File: config.mk
export PLATFORM = sky130hd
export DESIGN_NAME = shift_add_mult
export DESIGN_NICKNAME = d
export VERILOG_FILES = /design/src/rtl/shift_add_mult.sv
export SDC_FILE = /design/constraint.sdc
export NUM_CORES = 1
export LEC_CHECK = 0
export CORE_AREA = 2 2 109 80
export CTS_CLUSTER_SIZE = 16
export DETAILED_ROUTE_END_ITERATION = 12
export DIE_AREA = 0 0 111 82
export PLACE_DENSITY = 0.83
export REMOVE_ABC_BUFFERS = 1
export SYNTH_ARGS = -nofsm -noshare
export SYNTH_HDL_FRONTEND = slang
export SYNTH_SLANG_ARGS = --single-unit
File: constraint.sdc
create_clock -name i_clk -period 3.3 [get_ports i_clk]
set_input_delay 0.66 -clock i_clk [delete_from_list [all_inputs] [get_ports i_clk]]
set_output_delay 0.66 -clock i_clk [all_outputs]
set_load 0.01 [all_outputs]
File: src/rtl/shift_add_mult.sv
// Sequential shift-and-add multiplier with valid/ready handshakes on both sides.
// Signed operands are multiplied as magnitudes and the product sign is applied on exit.
module shift_add_mult #(
  parameter int WIDTH     = 8,
  parameter int SIGNED_EN = 1
) (
  input  logic               i_clk,
  input  logic               i_rst_n,
  input  logic               i_valid,
  output logic               o_ready,
  input  logic               i_signed,
  input  logic [WIDTH-1:0]   i_A,
  input  logic [WIDTH-1:0]   i_B,
  input  logic               i_abort,
  output logic               o_valid,
  input  logic               i_ready,
  output logic [2*WIDTH-1:0] o_P,
  output logic               o_busy
);

  // state | meaning
  // IDLE  | waiting for operands, o_ready high
  // CALC  | one multiplier bit consumed per cycle, o_busy high
  // DONE  | product held on o_P until consumer takes it, o_valid high
  typedef enum logic [1:0] {IDLE, CALC, DONE} state_t;

  state_t             state;
  logic [2*WIDTH-1:0] mcand;
  logic [2*WIDTH-1:0] acc;
  logic [2*WIDTH-1:0] sum;
  logic [WIDTH-1:0]   mplier;
  logic [WIDTH-1:0]   mag_a;
  logic [WIDTH-1:0]   mag_b;
  logic               neg;
  logic               signed_mode;

  // Negating the most negative value wraps to 2^(WIDTH-1), which is the correct magnitude.
  always_comb begin
    signed_mode = (SIGNED_EN != 0) && i_signed;
    mag_a       = (signed_mode && i_A[WIDTH-1]) ? -i_A : i_A;
    mag_b       = (signed_mode && i_B[WIDTH-1]) ? -i_B : i_B;
    sum         = acc + (mplier[0] ? mcand : '0);
  end

  always_ff @(posedge i_clk or negedge i_rst_n) begin
    if (!i_rst_n) begin
      state  <= IDLE;
      mcand  <= '0;
      acc    <= '0;
      mplier <= '0;
      neg    <= 1'b0;
      o_P    <= '0;
    end else begin
      case (state)
        IDLE: begin
          if (i_valid) begin
            mcand  <= {{WIDTH{1'b0}}, mag_a};
            mplier <= mag_b;
            acc    <= '0;
            neg    <= signed_mode && (i_A[WIDTH-1] ^ i_B[WIDTH-1]);
            state  <= CALC;
          end
        end
        CALC: begin
          if (i_abort) begin
            state <= IDLE;
          end else if (mplier[WIDTH-1:1] == '0) begin
            // Last set bit consumed; -0 is still 0 so a zero product never turns nonzero.
            o_P   <= neg ? -sum : sum;
            state <= DONE;
          end else begin
            acc    <= sum;
            mcand  <= mcand << 1;
            mplier <= mplier >> 1;
          end
        end
        DONE: begin
          if (i_ready) state <= IDLE;
        end
        default: state <= IDLE;
      endcase
    end
  end

  assign o_ready = (state == IDLE);
  assign o_busy  = (state == CALC);
  assign o_valid = (state == DONE);

endmodule

==> impl_metrics.yaml <==
clock_tree:
  clk_pin_slew_worst_paths_ps: 50
  cts_sinks: 59
  clk_latency_ps: 340
  cts_root_buffer: "clkbuf_16"
  tritoncts: "done"
  clock_path_buffers: 2
  numCtsBuffers: 9
  htree_levels: 3
  ctsHoldBuffers: 0
route:
  dr_total_vias: 3752
  wl_per_cell_um: 14.7
  dr.pass1.iters: 5
  vias_per_cell: 5.71
  drc: 0
  drt_iter0_drc: 261
  wirelength_mm: 9.66
  final_antenna_net_count: 0
floorplanning:
  core.rowCount: 28
  die_area_um2: 9100
  die_h_um: 82
  core_region_area_um2: 8090
  ios: 41
  start_util_pct: 48.3
  dieWidth_um: 111
pwr:
  power_density_nw_per_um2: 879
  power_frac_comb_pct: 50.6
  vdd_drop_max_mv: 0.520
  p_seq_share_pct: 25.3
  clockPowerShare_pct: 24.2
  power_mw: 4.48
  p_leak_nw: 2.40
  p_int_mw: 2.80
  swShare_pct: 37.4
  power_switching_mw: 1.68
worst_setup_path:
  start_kind: "register"
  crit_arrival_ps: 3590
  regToRegEndpoint: "o_P[15]$_DFFE_PN0P_"
  cp.required_ps: 3520
  crit_family: "compound AO/OA/AOI/OAI gates"
  crit_fanout: 3
  ff2ff_setup_slack_ps: -70
  r2r-start: "mplier[0]$_DFFE_PN0P_"
  cp_common_cell: "a2111o_1"
  crit_chain: "and2_1 -> ha_2 -> fa_2 -> a211o_1 -> a2111o_1 -> o211a_1 -> a2111o_1 -> or3_4 -> nor4b_4 -> mux2i_1 -> a221o_1"
  endpoint_kind: "register"
  path_buf_inv: 0
  r2r_cells: 11
  path_class: "reg -> reg"
  crit_slowest_cell: "a2111o_1"
  max_stage_delay_ps: 390
global_routing:
  track_usage_pct: 23.3
  grt_overflow_total: 0
  grt_max_degree: 33
  grt_antenna_before_repair: 0
  grt_pass1_wl_mm: 16.9
  grt_pass1_vias: 3657
sta:
  slew_viol_final: 0
  fin_crit_ps: 3370
  timing.fmax_ghz: 0.297
  slew_headroom_pct: 50.7
  rsz0062_at_grt: "true"
  setup_ws_ps: -69.5
  hold_viol: 0
  fin_skew_ps: 5.92
  period_share_pct: 102
  worstMarginPinSlew_ps: 740
  setup_viol_count_final: 2
  fin_hold_ws_ps: 388
flow_run:
  drv_cap: 0
place:
  gp_congestion: 0.925
  place_inst: 639
  io_buffers: 40
  hpwl_mm: 7.21
logic_synthesis:
  synth_area_um2: 3910
  synth_cells: 474
  synth_edf_count: 0
  avgSynthCellArea_um2: 8.25
  synthArstFlopShare_pct: 100
  ys_warn_count: 0
  yosysSeqAreaShare_pct: 37.7
  synth_ff_type: "dfrtp_1"
  synthDistinctLibCells: 52
  ys_ff_latch: 59
layout:
  drive_above_1_share_pct: 14.9
  mostFrequentLayoutCell: "nand2_1"
  fin_nets: 588
  fin_cells: 657
  diodes: 0
  final_cell_mix: "82 x nand2_1, 59 x dfrtp_1, 47 x o21ai_0"
  utilization_pct: 63.0
  nFillCells: 699
  areaGrowthSynthToFinish_pct: 30.3
min_path:
  worstHoldPathType: "in -> async"
outcome:
  violations: "negative setup slack"
  status: "finished with violations"
sequential cells by signal, indices dropped and copies added (netlist names):
| signal | flops |
|---|---|
| state | 2 |
| acc | 16 |
| neg | 1 |
| mcand | 16 |
| o_P | 16 |
| mplier | 8 |
cell type report:
class                      count  area [um2]  area share [%]
tap                          105         131            2.58
clock inverter                 5         100            1.96
multi-input combinational    376        2350            46.2
inverter                      16        60.1            1.18
clock buffer                  11         243            4.76
sequential                    59        1480            29.0
timing repair buffer          85         733            14.4
worst max-delay path by stage:
stage / start / to / slack, ps / cells after the start
finish: mplier[0]$_DFFE_PN0P_ / o_P[15]$_DFFE_PN0P_ / -70 / 11
global route: mplier[0]$_DFFE_PN0P_ / o_P[15]$_DFFE_PN0P_ / -210 / 11
CTS: mplier[0]$_DFFE_PN0P_ / o_P[15]$_DFFE_PN0P_ / -150 / 11
detailed placement: mcand[0]$_DFFE_PN0P_ / o_P[15]$_DFFE_PN0P_ / -280 / 11
global placement: mcand[0]$_DFFE_PN0P_ / o_P[15]$_DFFE_PN0P_ / -180 / 11
floorplan: mplier[0]$_DFFE_PN0P_ / o_P[15]$_DFFE_PN0P_ / -270 / 11
cells by family after synthesis:
kind of cell / synth area share [%]
multiplexers: 1.31
adder cells (fa/ha/maj): 6.27
AND/OR/NAND/NOR: 23.3
flip-flops: 37.7
XOR/XNOR: 6.04
buffers and inverters: 3.77
AO/OA/AOI/OAI: 21.5
Yosys cell counts, types with 10 or more instances:
cell type  instances  area, um2
xnor2_1           17        149
dfrtp_1           59       1480
clkbuf_1          22       82.6
o21ai_0           50        250
nand3_1           27        135
a21oi_1           30        150
o31ai_1           10       75.1
and2_1            17        106
ha_1              18        225
xor2_1            10       87.6
nand2_1           82        308
inv_1             15       56.3
nor2_1            21       78.8
what timing repair did:
item | 4_1_cts | 5_1_grt
hold endpoints to repair | 0 | 0
pin swaps | 9 | 4
cloned | 0 | 0
buffers inserted | 1 | 1
gates resized for setup | 10 | 6
setup endpoints to repair | 6 | 6
worst reg2reg max path: cells and delay by family (launching register included):
family,cells,cell delay [ps]
AOI/OAI and AO/OA,5,1380
and+or+nand+nor,3,850
adders and majority gates,2,530
DFF,1,380
muxes,1,120
metal layers:
metal  global-route usage, %  up-vias  routed length [um]
met5                       0        -                   0
met4                    7.12        0                 119
met3                    5.09       12                 662
met2                    40.3      134                4360
met1                    29.7     1769                4510
li1                        -     1837                   -
through the flow:
stage	TNS, ps	worst slack [ps]	area (um2)
2_1_floorplan	-479	-266	3820
3_3_place_gp	-417	-185	4670
3_5_place_dp	-911	-284	4670
4_1_cts	-348	-147	5070
5_1_grt	-509	-207	5100
6_report	-101	-69.5	5100
power by group through the flow:
stage	combinational [mW]	sequential, mW	clock, mW
floorplan	1.23	1.13	0
global placement	2.05	1.12	0
detailed placement	2.11	1.14	0
CTS	2.21	1.13	1.10
global route	2.52	1.17	1.13
finish	2.27	1.13	1.08
Note: power is estimated with default switching activity, not from simulation.
